<file path="config.mk">
export PLATFORM = sky130hd
export DESIGN_NAME = pipeline_stage_latches
export DESIGN_NICKNAME = d
export VERILOG_FILES = /design/src/rtl/pipeline_stage_latches.sv
export SDC_FILE = /design/constraint.sdc
export NUM_CORES = 1
export LEC_CHECK = 0
export BUFFER_PORTS_ARGS = -buffer_cell sky130_fd_sc_hd__buf_2
export CORE_AREA = 3 3 250 252
export CTS_CLUSTER_SIZE = 40
export DETAILED_ROUTE_END_ITERATION = 6
export DIE_AREA = 0 0 253 255
export PLACE_DENSITY = 0.37
export SYNTH_ARGS = -nofsm -noshare
export SYNTH_HDL_FRONTEND = slang
export SYNTH_SLANG_ARGS = --single-unit
</file>
<file path="constraint.sdc">
create_clock -name clock -period 1.17 [get_ports clock]
set_input_delay 0.234 -clock clock [delete_from_list [all_inputs] [get_ports clock]]
set_output_delay 0.234 -clock clock [all_outputs]
set_load 0.01 [all_outputs]
</file>
<file path="src/rtl/pipeline_stage_latches.sv">
// pipeline_stage_latches: FD, DX and MW pipeline boundary registers with independent write enables
module pipeline_stage_latches #(
  parameter int WIDTH = 32,
  parameter logic [WIDTH-1:0] NOP = '0
) (
  input  logic             clock,
  input  logic             reset,
  input  logic             fd_en,
  input  logic [WIDTH-1:0] fd_ir_in,
  input  logic [WIDTH-1:0] fd_pc_in,
  output logic [WIDTH-1:0] fd_ir_out,
  output logic [WIDTH-1:0] fd_pc_out,
  input  logic             dx_en,
  input  logic [WIDTH-1:0] dx_ir_in,
  input  logic [WIDTH-1:0] dx_pc_in,
  input  logic [WIDTH-1:0] dx_a_in,
  input  logic [WIDTH-1:0] dx_b_in,
  output logic [WIDTH-1:0] dx_ir_out,
  output logic [WIDTH-1:0] dx_pc_out,
  output logic [WIDTH-1:0] dx_a_out,
  output logic [WIDTH-1:0] dx_b_out,
  input  logic             mw_en,
  input  logic [WIDTH-1:0] mw_ir_in,
  input  logic [WIDTH-1:0] mw_pc_in,
  input  logic [WIDTH-1:0] mw_o_in,
  input  logic [WIDTH-1:0] mw_d_in,
  output logic [WIDTH-1:0] mw_ir_out,
  output logic [WIDTH-1:0] mw_pc_out,
  output logic [WIDTH-1:0] mw_o_out,
  output logic [WIDTH-1:0] mw_d_out
);
  always_ff @(posedge clock)
    if (reset) begin
      fd_ir_out <= NOP;
      fd_pc_out <= NOP;
    end else if (fd_en) begin
      fd_ir_out <= fd_ir_in;
      fd_pc_out <= fd_pc_in;
    end
  always_ff @(posedge clock)
    if (reset) begin
      dx_ir_out <= NOP;
      dx_pc_out <= NOP;
      dx_a_out  <= NOP;
      dx_b_out  <= NOP;
    end else if (dx_en) begin
      dx_ir_out <= dx_ir_in;
      dx_pc_out <= dx_pc_in;
      dx_a_out  <= dx_a_in;
      dx_b_out  <= dx_b_in;
    end
  always_ff @(posedge clock)
    if (reset) begin
      mw_ir_out <= NOP;
      mw_pc_out <= NOP;
      mw_o_out  <= NOP;
      mw_d_out  <= NOP;
    end else if (mw_en) begin
      mw_ir_out <= mw_ir_in;
      mw_pc_out <= mw_pc_in;
      mw_o_out  <= mw_o_in;
      mw_d_out  <= mw_d_in;
    end
endmodule

</file>
Word level (Yosys, flattened, before mapping)
Cells that the tools add are included.
{ "word_totals": {"inputBits": 325, "elab_cells": 10, "ff_bits": 320} }

Logic depth before layout (Yosys ltp)
Gate-level depths: netlist (run 1).
{ "logic_depth": {"depth_word": 0, "mapped_depth": 4, "ltp_nobuf": 2} }

Worst setup path after synthesis (run 1)
Ideal clock, no wire load.
{ "synth_path": {"path_kind": "input-to-reg", "startpoint": "input port reset", "endpoint": "register dx_a_out[0]", "setup_ns": 0.128, "t_arrival_ns": 0.813, "slack_ns": 0.230, "cell_stages": 4, "path_buffers": 3, "cell_sequence": "buf_2 -> buf_4 -> clkbuf_1 -> nor2_1"} }
{ "synth_lines": {"columns": ["item", "line_no", "source"], "rows": [
  ["start: declaration", "7", "input logic reset,"],
  ["end signal: assignment", "49", "dx_a_out <= dx_a_in;"],
  ["end: declaration", "20", "output logic [WIDTH-1:0] dx_a_out,"]
]} }
No word-level cell between the ends.

Worst setup path after layout (run 1)
{ "layout_path": {"startpoint": "register mw_ir_out[22]", "endpoint": "output port mw_ir_out[22]"} }
{ "layout_lines": {"columns": ["item", "line_no", "source"], "rows": [
  ["start: declaration", "27", "output logic [WIDTH-1:0] mw_ir_out,"],
  ["start signal: assignment", "59", "mw_ir_out <= mw_ir_in;"]
]} }
No word-level cell between the ends.

==> run metrics, run 1 <==
GRT Overall Usage=0.133; synthesized-area fraction occupied by adder cells=0; crit path max fanout=2; Main synth FF type=dfxtp_1; area grow syn2layout=96.5%; sequential area share after synthesis=0.552; Netlist cell types=8; share of cells above drive strength 1=0.533; largest family of logic cells by synthesized area=multiplexers; R2R depth=3; nets=~2400; TritonCTS Buffers=40; unrepaired setup endpoints after global routing=yes; Vias=between 10000 and 15000; routed vias/inst=a little under 4; status=complete, but fails checks; I/O Buffers=approximately 640; Post-Syn Nets=around 1400; Slew Viols, Final=0; routability cong.=around 0.77; Die H=between 200 and 300 um; row count=90; synth cell count leaders=dfxtp_1 (320), mux2i_1 (320), nor2_1 (320), buf_12 (26), buf_2 (24); Leak=~11 nW; reg2reg setup slack=between 0.3 and 0.4 ns; Worst Slack Setup Final=-0.0877 ns; Residual DRC=0; Cell Area, Synth=11600 sq um; Hold Crit Start=mw_ir_in[26]; crit path max-delay cell type=dfxtp_4; Clock Skews=0 ns; biggest area consumer among synthesized cells=dfxtp_1; final setup vio count=320; die area=around 65000 sq um; clk slew on worst S/H paths=about 0.06 ns; simple-gate portion of the synthesized area=0.104; router iterations before antenna repair=4; worst slew pin tran=0.303 ns; Critical Path Max Stage Delay=roughly 0.36 ns; Setup Crit Path Kind=reg -> out; I/O Pins=645; final cycle utilization of the critical path=1.07; ys async rst share=0; die width=253 um; maximum number of pins on one net before global-route repair=59; crit end category=output port; core box area=approximately 60000 sq um; Routed Antenna Nets=0; Worst EP required=approximately 0.94 ns; FF-to-FF End=dx_ir_out[3]; Finished Layout Cells=around 2800; CTS root buffer=clkbuf_16; DP HPWL=around 33000 um; syn avg cell area=11.2 sq um; worst vdd ir=0.000908 V; Syn Inst Count=1031; Worst Path Buf+Inv=1; Clock Sinks=320; drt total wl=45600 um; mux share of post-synthesis cell area=0.276; worst hold path depth=3; global-route wire length before repair=a little under 70000 um; HP Class=in -> reg; Yosys warning count=0; fin crit period=around 1.3 ns; Core Util, Final=0.378; initial antenna violation count=1; filler instances=a little under 6000; WL/cell=16.0 um; Max clock buf depth=3; Crit path max-delay family=flip-flops; top cell type's share of synthesized area=0.552; synthesized flop and latch total=320; Clk Latency, worst-skew pair=0.53 ns; WP data arrival=~1.0 ns; Compound-Gate Fraction of Synth Area=0; number of DRC markers in iteration 0=301; initial core utilization=0.192; Slew headroom=0.798; r2r startpoint=dx_ir_out[3]; number of flops mapped to enable cells by yosys=0; Fmax achieved=~0.8 GHz; placed insts=2430; H-tree depth=2; pre-CTS setup slack=approximately 0.057 ns; Power per Cell Area=around 1300 nW/um^2; CP Launch Type=flop; crit-path cells=buf_6; CTS tree=done; Area contributors post-synth=dfxtp_1 (55%), mux2i_1 (28%), nor2_1 (10%); xor and xnor area share after synthesis=0; vias in the first global route=between 10000 and 15000; max cap viols=0; final hold vios=0; Endpoint, Worst Hold=mw_ir_out[26]; grt ovf=0; violated checks=setup timing
[worst max path at each step]
stage | from | to | slack, ns | cells past startpoint
after detailed placement | mw_en | mw_ir_out[30] | 0.06 | 4
after floorplan | reset | dx_a_out[0] | 0.23 | 4
after CTS | mw_ir_out[22] | mw_ir_out[22] | -0.14 | 1
final | mw_ir_out[22] | mw_ir_out[22] | -0.09 | 1
after global routing | mw_ir_out[22] | mw_ir_out[22] | -0.14 | 1
after global placement | mw_en | mw_d_out[6] | 0.07 | 4
[layer usage]
| metal | part of all wire | wire, um | global-route usage |
|---|---|---|---|
| met3 | 0.062 | 2830 | 0.0314 |
| met2 | 0.54 | 24600 | 0.257 |
| met5 | 0 | 0 | 0 |
| met4 | 0.039 | 1800 | 0.0595 |
| met1 | 0.36 | 16400 | 0.135 |
[cell usage in the layout (no fill, tap or decap), types with 3 or more instances in the layout]
master         instances
buf_12                22
buf_2                320
buf_4                 54
buf_6                322
bufinv_16              3
clkbuf_1               5
clkbuf_16             41
clkbuf_8               8
clkinv_2               7
dfxtp_2              311
dfxtp_4                9
dlygate4sd3_1        319
mux2i_1              320
nor2_1               320
[what timing repair did]
| item | CTS | global route |
|---|---|---|
| setup endpoints to repair | 320 | 320 |
| hold buffers | 319 | 0 |
| resized for setup | 714 | 2 |
| hold endpoints to repair | 319 | 0 |
| pin swaps | 0 | 0 |
| setup buffers | 12 | 19 |
[layout make-up]
type                    count  area, sq um  area share
diodes                      1         2.50    0.000110
clock buffers              54         1150      0.0507
clock inverters            12          141     0.00620
multi-input cells         640         4400       0.193
flip-flops and latches    320         6830       0.300
well taps                 782          978      0.0429
repair buffers           1038         9280       0.407
[metrics by stage]
| stage | TNS [ns] | hold WS (ns) | power (mW) | area, sq um |
|---|---|---|---|---|
| 2_1_floorplan | 0 | 0.381 | 13.9 | 11600 |
| 3_3_place_gp | 0 | 0.466 | 15.5 | 15600 |
| 3_5_place_dp | 0 | 0.474 | 15.5 | 15600 |
| 4_1_cts | -29.88 | 0.0243 | 30.1 | 22600 |
| 5_1_grt | -29.30 | 0.0785 | 31.0 | 22800 |
| 6_report | -10.69 | 0.0610 | 29.6 | 22800 |
[power breakdown]
group	switching, mW	leakage (nW)	internal [mW]
Sequential	0.483	2.76	11.7
Combinational	1.97	7.52	3.12
Clock	4.77	0.643	7.53
Total	7.22	10.9	22.3
[kinds of logic (layout without fill, tap and decap cells)]
| logic type | count (synthesis) | after routing |
|---|---|---|
| mux | 320 | 320 |
| flops | 320 | 320 |
| simple gates | 320 | 320 |
| buf+inv | 71 | 1104 |
| other cells | 0 | 1 |
No activity file was read; power rests on OpenSTA's default activity.
==> inputs of run 2 (changes only) <==
ABC_AREA = 1   (was not set)
CORE_AREA = 3 3 251 253   (was 3 3 250 252)
DIE_AREA = 0 0 254 256   (was 0 0 253 255)
PLACE_DENSITY = 0.39   (was 0.37)
==> run 2 against run 1 <==
Effect of this change: the run still ends with setup timing left; sequential cell count unchanged; clock-buffer cell count increased by 12; global-route usage up 1.9 points; cell count up 34%; hold slack got worse by 0.055 ns; area after synthesis up 12%; via count is 33% higher; setup slack worse by 0.011 ns; die area rose by 0.79%; wire length grew 12%; critical path type unchanged; clock power about the same; fmax down 0.85%; largest cell class unchanged.
==> run metrics, run 2 <==
commonest cells after routing, fill and taps aside=nor2_1 (640), nand2_1 (640), buf_6 (322), buf_2 (321), inv_1 (320); CTS root buffer=clkbuf_16; nets=3316 (+40%); WP data arrival=1.03 ns (about the same); grt ovf=0 (unchanged); initial antenna violation count=3 (+2); Slew Viols, Final=0 (unchanged); max cap viols=0 (unchanged); Reg area=6820 sq um (-0.15%); Crit path max-delay family=flip-flops; crit end category=output port; top cell type's share of synthesized area=0.494 (-0.0587); ys async rst share=0 (unchanged); number of DRC markers in iteration 0=556 (+85%); drt total wl=51200 um (+12%); row count=91 (+1.1%); I/O Pins=645 (unchanged); FF-to-FF End=dx_pc_out[5]; H-tree depth=2 (unchanged); unrepaired setup endpoints after global routing=yes; R2R depth=3 (unchanged); reg2reg setup slack=0.06 ns (-0.31 ns); die area=65000 sq um (+0.79%); Yosys warning count=0 (unchanged); Worst EP required=0.94 ns (about the same); TritonCTS Buffers=41 (+2.5%); filler instances=6424 (+7.6%); synthesized flop and latch total=320 (unchanged); Setup Crit Path Kind=reg -> out; area grow syn2layout=87.7%; pre-CTS setup slack=0.0654 ns (+0.00815 ns); combined area of the multi-input logic cells=4800 sq um (+9.1%); Clock Sinks=320 (unchanged); crit path max-delay cell type=dfxtp_4; Fmax achieved=0.788 GHz (-0.85%); routability cong.=0.812 (+6.2%); Vias=14600 (+33%); crit path max fanout=2 (unchanged); DP HPWL=37700 um (+16%); r2r startpoint=dx_pc_out[5]; final cycle utilization of the critical path=1.08 (+0.00925); Post-Syn Nets=2351 (+73%); Hold Crit Start=dx_en; Die H=256 um (+0.39%); synth cell count leaders=nand2_1 (640), nor2_1 (640), dfxtp_1 (320), inv_1 (320), buf_2 (89); Worst Slack Setup Final=-0.0985 ns (-0.0108 ns); HP Class=in -> reg; Clock Skews=0 ns (unchanged); CP Launch Type=flop; GRT Overall Usage=0.152 (+0.0191); fin crit period=1.27 ns (+0.0108 ns); final setup vio count=321 (+0.31%); hold slack final=0.00567 ns (-0.0553 ns); Power per Cell Area=1260 nW/um^2 (-2.5%); syn avg cell area=6.41 sq um (-43%); Leak=13.1 nW (+20%); Syn Inst Count=2026 (+97%); CTS tree=done; die width=254 um (+0.40%); M2 GR Usage=0.263 (+0.00593); Clk Latency, worst-skew pair=0.54 ns (about the same); I/O Buffers=644 (unchanged); Endpoint, Worst Hold=dx_pc_out[14]; Cell Area, Synth=13000 sq um (+12%); Worst Path Buf+Inv=1 (unchanged); router iterations before antenna repair=4 (unchanged); vias in the first global route=14700 (+24%); clk slew on worst S/H paths=0.06 ns (about the same); Max clock buf depth=3 (unchanged); initial core utilization=0.212 (+0.0197); Residual DRC=0 (unchanged); Main synth FF type=dfxtp_1; final hold vios=0 (unchanged); worst hold path depth=4 (+1); grt peak-use layer=met2; sequential area share after synthesis=0.494 (-0.0587); maximum number of pins on one net before global-route repair=62 (+5.1%); Netlist cell types=8 (unchanged); GR Layer Usage met3=0.0630 (+0.0316); number of flops mapped to enable cells by yosys=0 (unchanged); Routed Antenna Nets=0 (unchanged); Slew headroom=0.767 (-0.0309); worst vdd ir=0.000774 V (-15%); WL/cell=13.4 um (-16%); worst slew pin tran=0.349 ns (+0.0463 ns); Critical Path Max Stage Delay=0.36 ns (about the same); crit-path cells=buf_6; biggest area consumer among synthesized cells=dfxtp_1; core box area=61300 sq um (+1.5%); violated checks=setup timing; met1 Use GR=0.164 (+0.0283); routed vias/inst=3.83 (-0.60%); global-route wire length before repair=79100 um (+17%); status=complete, but fails checks; Area contributors post-synth=dfxtp_1 (49%), nand2_1 (19%), nor2_1 (19%); share of cells above drive strength 1=0.362 (-0.171)
[run 2: changes by cell type in the layout (fill, tap and decap cells not counted), sizes merged]
| cell | previous run | this run |
|---|---|---|
| inv | 1 | 323 |
| dlymetal6s4s | 0 | 1 |
| clkinvlp | 1 | 0 |
| mux2i | 320 | 0 |
| nor2 | 320 | 640 |
| bufinv | 3 | 1 |
| dlygate4sd3 | 319 | 314 |
| clkinv | 7 | 5 |
| clkbuf | 54 | 66 |
| nand2 | 0 | 640 |
| diode | 1 | 2 |
| buf | 719 | 712 |
[run 2: logic make-up after synthesis]
logic type / share of synthesized area
simple gates: 0.370
flops: 0.494
buf+inv: 0.136
[run 2: stage by stage]
stage,util,total power [mW],cells,area [sq um],TNS [ns]
global route,0.398,32.5,3814,24400,-34.28
finish,0.398,30.8,3814,24400,-14.66
CTS,0.396,31.4,3800,24300,-31.87
floorplan,-,14.4,2026,13000,0
detailed placement,0.282,16.5,3401,17300,0
global placement,0.282,16.4,3401,17300,0
[run 2: how the worst max path moves through the flow]
stage	to	cells after the start	startpoint
after floorplan	dx_ir_out[0]	5	reset
after global routing	dx_b_out[13]	1	dx_b_out[13]
after CTS	dx_b_out[13]	1	dx_b_out[13]
after detailed placement	dx_a_out[30]	6	reset
final	dx_b_out[13]	1	dx_b_out[13]
after global placement	dx_pc_out[23]	6	reset
[run 2: metal layers]
metal,share of wire,vias to the layer above
li1,-,7650
met1,0.39,6389
met2,0.47,479
met3,0.096,104
met4,0.037,2
met5,0.00035,-
[run 2: what timing repair did]
| action | in CTS | in global routing |
|---|---|---|
| hold buffers | 316 | 0 |
| buffers inserted | 9 | 13 |
| endpoints found under the hold margin | 311 | 0 |
| resized for setup | 734 | 3 |
| setup endpoints to repair | 320 | 322 |
[run 2: area by class of cell]
class                           instances  area share
Antenna cell                            2    0.000205
Timing Repair Buffer                 1027       0.377
Sequential cell                       320       0.280
Clock buffer                           66      0.0518
Clock inverter                          8     0.00298
Multi-Input combinational cell       1280       0.197
Inverter                              321      0.0498
Tap cell                              790      0.0406
[run 2: power breakdown]
group	leakage, nW	total (mW)	switching [mW]	internal [mW]
Combinational	9.68	5.89	2.57	3.32
Sequential	2.75	12.4	0.565	11.8
Clock	0.660	12.5	4.91	7.59
Total	13.1	30.8	8.05	22.7
